===== src/rtl/mux_wd_pipe_if.sv =====
// Purpose: handshake bundle for mux_wd_pipe (input select/data side and output queue side).
// Signals:
//   in_valid/in_ready   - producer handshake; transfer when both high
//   sel/data_in         - binary source selector and flat source bus
//   out_valid/out_ready - consumer handshake; pop when both high
//   out_data/occupancy  - head-of-queue word and number of held entries
//   sel_err             - sticky out-of-range flag, only with MUX_WD_SEL_CHECK_EN
// master: the environment side; slave: the selector block.
interface mux_wd_pipe_if #(
  parameter int unsigned DATA_W = 32,
  parameter int unsigned NUM_IN = 6,
  parameter int unsigned SEL_W  = 3
);
  logic                     in_valid;
  logic                     in_ready;
  logic [SEL_W-1:0]         sel;
  logic [NUM_IN*DATA_W-1:0] data_in;
  logic                     out_valid;
  logic                     out_ready;
  logic [DATA_W-1:0]        out_data;
  logic [1:0]               occupancy;
`ifdef MUX_WD_SEL_CHECK_EN
  logic                     sel_err;

  modport master (
    output in_valid, sel, data_in, out_ready,
    input  in_ready, out_valid, out_data, occupancy, sel_err
  );
  modport slave (
    input  in_valid, sel, data_in, out_ready,
    output in_ready, out_valid, out_data, occupancy, sel_err
  );
`else
  modport master (
    output in_valid, sel, data_in, out_ready,
    input  in_ready, out_valid, out_data, occupancy
  );
  modport slave (
    input  in_valid, sel, data_in, out_ready,
    output in_ready, out_valid, out_data, occupancy
  );
`endif
endinterface


===== src/rtl/mux_wd_pipe.sv =====
// Purpose: register-file write-data source selector with a 2-entry skid queue.
//   sel==0 or sel>NUM_IN selects CONST_VAL; sel==k (1..NUM_IN) selects source k.
//   The selected word is captured at the push edge and emitted in FIFO order.
// Ports:
//   clk   - rising-edge clock
//   reset - asynchronous, active-high reset
//   bus   - mux_wd_pipe_if.slave (in/out handshakes, sel, data_in, out_data, occupancy)
// Optional feature: define MUX_WD_SEL_CHECK_EN to add the sticky bus.sel_err flag.
module mux_wd_pipe #(
  parameter int unsigned DATA_W    = 32,
  parameter int unsigned NUM_IN    = 6,
  parameter int unsigned SEL_W     = 3,
  parameter int unsigned CONST_VAL = 227
) (
  input  logic          clk,
  input  logic          reset,
  mux_wd_pipe_if.slave  bus
);

  typedef enum logic [1:0] {
    ST_EMPTY = 2'd0,
    ST_ONE   = 2'd1,
    ST_FULL  = 2'd2
  } state_e;

  state_e            state_q, state_d;
  logic [DATA_W-1:0] head_q, head_d;
  logic [DATA_W-1:0] tail_q, tail_d;
  logic              out_valid_q, out_valid_d;
  logic              in_ready_q, in_ready_d;
  logic [DATA_W-1:0] sel_word_c;
  logic              push_c;
  logic              pop_c;

  // Source selection; anything not matching a real source falls back to the constant.
  always_comb begin : sel_mux
    sel_word_c = DATA_W'(CONST_VAL);
    for (int unsigned k = 0; k < NUM_IN; k++) begin
      if (bus.sel == SEL_W'(k + 1)) begin
        sel_word_c = bus.data_in[k*DATA_W +: DATA_W];
      end
    end
  end

  assign push_c = bus.in_valid && in_ready_q;
  assign pop_c  = out_valid_q && bus.out_ready;

  // Queue state register.
  always_ff @(posedge clk or posedge reset) begin : state_reg
    if (reset) begin
      state_q     <= ST_EMPTY;
      head_q      <= '0;
      tail_q      <= '0;
      out_valid_q <= 1'b0;
      in_ready_q  <= 1'b1;
    end else begin
      state_q     <= state_d;
      head_q      <= head_d;
      tail_q      <= tail_d;
      out_valid_q <= out_valid_d;
      in_ready_q  <= in_ready_d;
    end
  end

  // Next-state: head keeps its value on the final pop so out_data holds the last word.
  always_comb begin : next_state
    state_d = state_q;
    head_d  = head_q;
    tail_d  = tail_q;
    case (state_q)
      ST_EMPTY: begin
        if (push_c) begin
          head_d  = sel_word_c;
          state_d = ST_ONE;
        end
      end
      ST_ONE: begin
        if (push_c && pop_c) begin
          head_d = sel_word_c;
        end else if (push_c) begin
          tail_d  = sel_word_c;
          state_d = ST_FULL;
        end else if (pop_c) begin
          state_d = ST_EMPTY;
        end
      end
      ST_FULL: begin
        if (pop_c) begin
          head_d  = tail_q;
          state_d = ST_ONE;
        end
      end
      default: state_d = ST_EMPTY;
    endcase
    // Handshake flags are registered from the next state, so in_ready never sees out_ready.
    out_valid_d = (state_d != ST_EMPTY);
    in_ready_d  = (state_d != ST_FULL);
  end

  assign bus.in_ready  = in_ready_q;
  assign bus.out_valid = out_valid_q;
  assign bus.out_data  = head_q;
  assign bus.occupancy = 2'(state_q);

`ifdef MUX_WD_SEL_CHECK_EN
  logic sel_err_q;

  // Sticky flag for a push that carried a selector beyond the last source.
  always_ff @(posedge clk or posedge reset) begin : sel_err_reg
    if (reset) begin
      sel_err_q <= 1'b0;
    end else if (push_c && (32'(bus.sel) > NUM_IN)) begin
      sel_err_q <= 1'b1;
    end
  end

  assign bus.sel_err = sel_err_q;
`endif

endmodule

===== src/flat_wrapper.sv =====
// flat-port wrapper written by rule: the top's interface ports become plain ports
module mux_wd_pipe_flat 
#(
  parameter int unsigned DATA_W    = 32,
  parameter int unsigned NUM_IN    = 6,
  parameter int unsigned SEL_W     = 3,
  parameter int unsigned CONST_VAL = 227
)
  (clk, reset, bus_in_valid, bus_sel, bus_data_in, bus_out_ready, bus_in_ready, bus_out_valid, bus_out_data, bus_occupancy);
  mux_wd_pipe_if #(.DATA_W(DATA_W), .NUM_IN(NUM_IN), .SEL_W(SEL_W)) bus_i ();
  input  logic clk;
  input  logic reset;
  input wire logic [$bits(bus_i.in_valid)-1:0] bus_in_valid;
  input wire logic [$bits(bus_i.sel)-1:0] bus_sel;
  input wire logic [$bits(bus_i.data_in)-1:0] bus_data_in;
  input wire logic [$bits(bus_i.out_ready)-1:0] bus_out_ready;
  output wire logic [$bits(bus_i.in_ready)-1:0] bus_in_ready;
  output wire logic [$bits(bus_i.out_valid)-1:0] bus_out_valid;
  output wire logic [$bits(bus_i.out_data)-1:0] bus_out_data;
  output wire logic [$bits(bus_i.occupancy)-1:0] bus_occupancy;
  assign bus_i.in_valid = bus_in_valid;
  assign bus_i.sel = bus_sel;
  assign bus_i.data_in = bus_data_in;
  assign bus_i.out_ready = bus_out_ready;
  assign bus_in_ready = bus_i.in_ready;
  assign bus_out_valid = bus_i.out_valid;
  assign bus_out_data = bus_i.out_data;
  assign bus_occupancy = bus_i.occupancy;
  mux_wd_pipe #(.DATA_W(DATA_W), .NUM_IN(NUM_IN), .SEL_W(SEL_W), .CONST_VAL(CONST_VAL)) u_core (.clk(clk), .reset(reset), .bus(bus_i));
endmodule

===== config.mk =====
export PLATFORM = sky130hd
export DESIGN_NAME = mux_wd_pipe_flat
export DESIGN_NICKNAME = d
export VERILOG_FILES = /design/src/rtl/mux_wd_pipe_if.sv /design/src/rtl/mux_wd_pipe.sv /design/src/flat_wrapper.sv
export SDC_FILE = /design/constraint.sdc
export NUM_CORES = 1
export LEC_CHECK = 0
export ABC_AREA = 1
export BUFFER_PORTS_ARGS = -buffer_cell sky130_fd_sc_hd__buf_4
export CAP_MARGIN = 40
export CORE_MARGIN = 1
export CORE_UTILIZATION = 46
export DETAILED_ROUTE_END_ITERATION = 10
export GPL_TIMING_DRIVEN = 1
export PLACE_DENSITY = 0.82
export SLEW_MARGIN = 0
export SYNTH_ARGS = -nofsm -noshare
export SYNTH_HDL_FRONTEND = slang
export SYNTH_SLANG_ARGS = --single-unit

===== constraint.sdc =====
create_clock -name clk -period 2.1 [get_ports clk]
set_input_delay 0.105 -clock clk [delete_from_list [all_inputs] [get_ports clk]]
set_output_delay 0.105 -clock clk [all_outputs]
set_load 0.01 [all_outputs]

## After elaboration in Yosys (flattened, before gate mapping)

Cells that the tools add are included.

| operators by class | value |
|---|---|
| equal/unequal tests | 12 |
| muxes and demuxes | 16 |
| bitwise operators | 1 |
| reductions and logical operators | 8 |

Operator list:

| operator | count |
|---|---|
| $mux 32 | 9 |
| $pmux 32 s3 | 1 |
| $mux 2 | 5 |
| $eq 3x3->1 const B | 3 |
| $eq 3x2->1 const B | 2 |
| $ne 2x1->1 const B | 3 |
| $pmux 2 s3 | 1 |
| $reduce_and 4->1 | 1 |
| $eq 3x1->1 const B | 1 |
| $logic_and 1x1->1 | 3 |
| $reduce_and 3->1 | 1 |
| $reduce_bool 3->1 | 1 |
| $eq 2x1->1 const B | 1 |
| $eq 2x2->1 const B | 1 |
| $logic_not 2->1 | 1 |
| $ne 2x2->1 const B | 1 |
| $reduce_bool 2->1 | 1 |
| $not 1->1 | 1 |

| storage, ports and cells | value |
|---|---|
| register bits | 68 |
| bits of input ports | 199 |
| output and inout port bits | 36 |

## Longest topological paths before layout

| depth | value |
|---|---|
| word-level depth | 9 |
| mapped depth | 11 |

## Worst setup path before layout

OpenSTA, ideal clock, no wires.

| timing | value |
|---|---|
| path type | reg2reg |
| start point | reg u_core.state_q[1], in the netlist u_core.bus.occupancy[1] |
| end point | reg u_core.head_q[0], in the netlist u_core.bus.out_data[0] |
| setup time | 0.116 ns |
| data arrival time | 1.507 ns |
| data required time | 1.984 ns |
| setup slack | 0.476 ns |
| stages on the path, launching flop included | 11 |
| path buffers | 2 |
| period minus slack after synthesis | 1.624 ns |
| cells stage by stage | dfrtp_1 -> inv_1 -> nor2_1 -> inv_2 -> nor2_1 -> a31oi_1 -> buf_2 -> buf_1 -> nor2_1 -> nand2_1 -> nand2_1 |

| between the ends | value |
|---|---|
| word-level cells in the longest chain between the ends | 3 |
| elaborated cells between the ends (all ways) | 9 |

RTL lines:

| item | line | text |
|---|---|---|
| start, declared | mux_wd_pipe.sv:26 | `state_e state_q, state_d;` |
| start signal, assigned | mux_wd_pipe.sv:57 | `state_q <= state_d;` |
| $eq 2x2->1, or another cell as far along | mux_wd_pipe.sv:70 | `case (state_q)` |
| $ne 2x1->1 (no line) / $reduce_bool 3->1 (equally long branches) | n/a |  |
| $reduce_and 4->1 (no line) | n/a |  |
| end signal, assigned | mux_wd_pipe.sv:52 | `head_q <= '0;` |
| end signal, assigned | mux_wd_pipe.sv:58 | `head_q <= head_d;` |
| end, declared | mux_wd_pipe.sv:27 | `logic [DATA_W-1:0] head_q, head_d;` |

Parallel ways exist; a longest one is shown, timed or not.
A chain may end at the register's enable or synchronous reset.

## Worst setup path after layout

| timing | value |
|---|---|
| start point | reg u_core.state_q[1], in the netlist u_core.bus.occupancy[1] |
| end point | reg u_core.head_q[28], in the netlist u_core.bus.out_data[28] |

Same word-level chain as after synthesis.

==> metrics.yaml <==
outcome: "completed"
p_per_area_nw_per_um2: 935
htree_num_levels: 3
cts_tree: "yes"
viasPerCell: 5.22
clk_pin_slew_ns: 0.07
fin_cells: 1040
synthMuxAreaShare: 0
cts_sinks: 68
hp-class: "in2reg"
grt_use_total: 0.340
coreArea_um2: 9240
max-clock-path-buffers: 2
rsz0062_at_grt: "false"
fp.dieH_um: 99.8
diodes: 0
syn-num-nets: 886
first_iter_violations: 440
synth-compound-area-share: 0.0808
worstPathBufferInverterCount: 3
required_ns: 2.38
dp.cells: 1024
end_kind: "register"
yosysWarningCount: 0
cts_resized: 0
syn_inst: 687
synth_simple_gate_area_frac: 0.470
period_needed_ns: 1.69
routed_wl_um: 16600
grt_first_pass_wirelength_um: 26100
synth_top_area_share: 0.381
wl_per_cell_um: 16.0
p_leak_nw: 3.44
root_buffer: "clkbuf_8"
gp_congestion: 0.906
worst-path-max-fanout: 63
crit_chain: "inv_1 > nor2_1 > inv_2 > buf_4 > nor2_1 > nor2_1 > nand2_1 > nand2_1"
grt_pass1_vias: 5240
synth_top_family_by_area: "simple AND/OR/NAND/NOR gates"
path_class: "reg2reg"
arrival_ns: 1.97
synth.avg_cell_area_um2: 6.40
ys_seq_area_frac: 0.387
grt_max_degree: 65
syn_to_final_growth_pct: 48.3
fin_tns_setup_ns: 0
relSlewSlack: 0.568
synth-xor-area-share: 0
drive_gt1_frac: 0.301
ir_drop_mv: 0.743
cpLargestDelayFamily: "buffers and inverters"
port_buffers: 234
dp_hpwl_um: 12800
ys_ff_latch: 68
netlist_area_um2: 4400
clkLatencyLatePin_ns: 0.35
grt_overflow: 0
antenna_found_initial: 0
synth_area_leaders: "dfrtp_1 (38%), nand2_1 (23%), nor2_1 (9.6%)"
setup_violations: 0
rows: 35
detail-route-antenna-nets: 0
path_common_cell: "nor2_1"
ioPinCount: 235
num_vias: 5429
finalHoldViolCount: 0
crit_slowest_cell: "buf_4"
max_cap_violations: 0
max_stage_delay_ns: 0.53
drc: 0
yosys.area.top_type: "dfrtp_1"
synthAdderAreaFrac: 0
synth_cell_types: 21
timing.fmax_mhz: 593
skew_ns: 0.0112
dieArea_um2: 9960
period_share: 0.803
dr.pass1.iters: 5
worstMarginPinSlew_ns: 0.648
start_kind: "register"
maxSlewViolCount: 0
cts_buffers: 9
start_util: 0.476
layout.nets: 1106
die_w_um: 99.8
==> logic make-up (layout without fill, tap and decap cells) <==
group	Yosys count	in the layout
AND/OR/NAND/NOR	488	488
flip-flops	68	68
buffers and inverters	68	292
AO/OA/AOI/OAI	63	63
==> tightest hold or removal path, stage by stage <==
cell and delay, ns:
buf_4 0.10, nand2_1 0.09, a21oi_1 0.09
==> final timing paths <==
| path | cells past startpoint | startpoint | end | slack [ns] |
|---|---|---|---|---|
| min in group asynchronous | 3 | reset | u_core.bus.out_data[20] | 0.34 |
| setup / recovery | 8 | u_core.bus.occupancy[1] | u_core.bus.out_data[28] | 0.41 |
| max in group asynchronous | 4 | reset | u_core.bus.in_ready | 1.08 |
| hold / removal | 3 | bus_out_ready | u_core.bus.in_ready | 0.04 |
| hold reg to reg | 2 | u_core.bus.out_data[12] | u_core.bus.out_data[12] | 0.48 |
| setup reg to reg | 8 | u_core.bus.occupancy[1] | u_core.bus.out_data[28] | 0.41 |
==> synth_stat cells, drive strengths merged <==
cell	n
dfrtp	67
buf	16
dfstp	1
clkbuf	22
nand4	27
o21ai	30
nor2	113
a31oi	30
nand3	48
nand2	271
or2	25
a21oi	2
nor3	4
o31ai	1
inv	30
==> routing by layer <==
metal	track usage	wire length, um	vias to the layer above
met4	0.106	379	0
li1	-	-	2642
met1	0.482	7200	2504
met3	0.0494	1210	26
met5	0	0	-
met2	0.538	7840	257
==> final cells by class <==
cell class              instances  area (um^2)
flip-flops and latches         68         1700
repair buffers                247         1910
multi-input cells             551         2450
clock inverters                 6         66.3
well taps                     129          161
fillers                       784         2720
clock buffers                   9          124
inverters                      30          113
==> cell usage in the layout, fill, tap and decap left out, types with 2 or more instances in the layout <==
master        n
nand2_1     271
buf_4       242
nor2_1      111
dfrtp_1      67
nand3_1      48
o21ai_0      30
a31oi_1      29
nand4_1      27
inv_1        26
or2_0        24
clkbuf_8      9
inv_2         4
buf_12        4
nor3_4        3
clkinvlp_4    3
a21oi_1       2
==> where the power goes <==
group / internal [W] / switching [W] / total (W)
clock network: 0.000541 / 0.000516 / 0.00106
registers: 0.00194 / 0.000365 / 0.00230
logic: 0.00124 / 0.00149 / 0.00274
==> flip-flops by register name (all words and copies together) (netlist names) <==
signal,cells
u_core.bus.out_data,32
u_core.tail_q,32
u_core.bus.in_ready,1
u_core.bus.out_valid,1
u_core.bus.occupancy,2
==> timing repair <==
action / in CTS / in global routing
endpoints found under the hold margin: 20 / 0
buffers inserted: 0 / 0
hold buffers: 1 / 0
==> stage by stage <==
stage	hold slack, ns	setup WS (ns)	util	power [W]	cell area (um^2)
final	0.0433	0.414	0.706	0.00609	6520
after global routing	0.0574	0.239	0.706	0.00653	6520
after CTS	0.0445	0.422	0.706	0.00609	6520
after detailed placement	0.167	0.444	0.684	0.00503	6320
after global placement	0.159	0.478	0.684	0.00492	6320
after floorplan	0.264	0.285	-	0.00377	4400
Note: power is estimated with default switching activity, not from simulation.
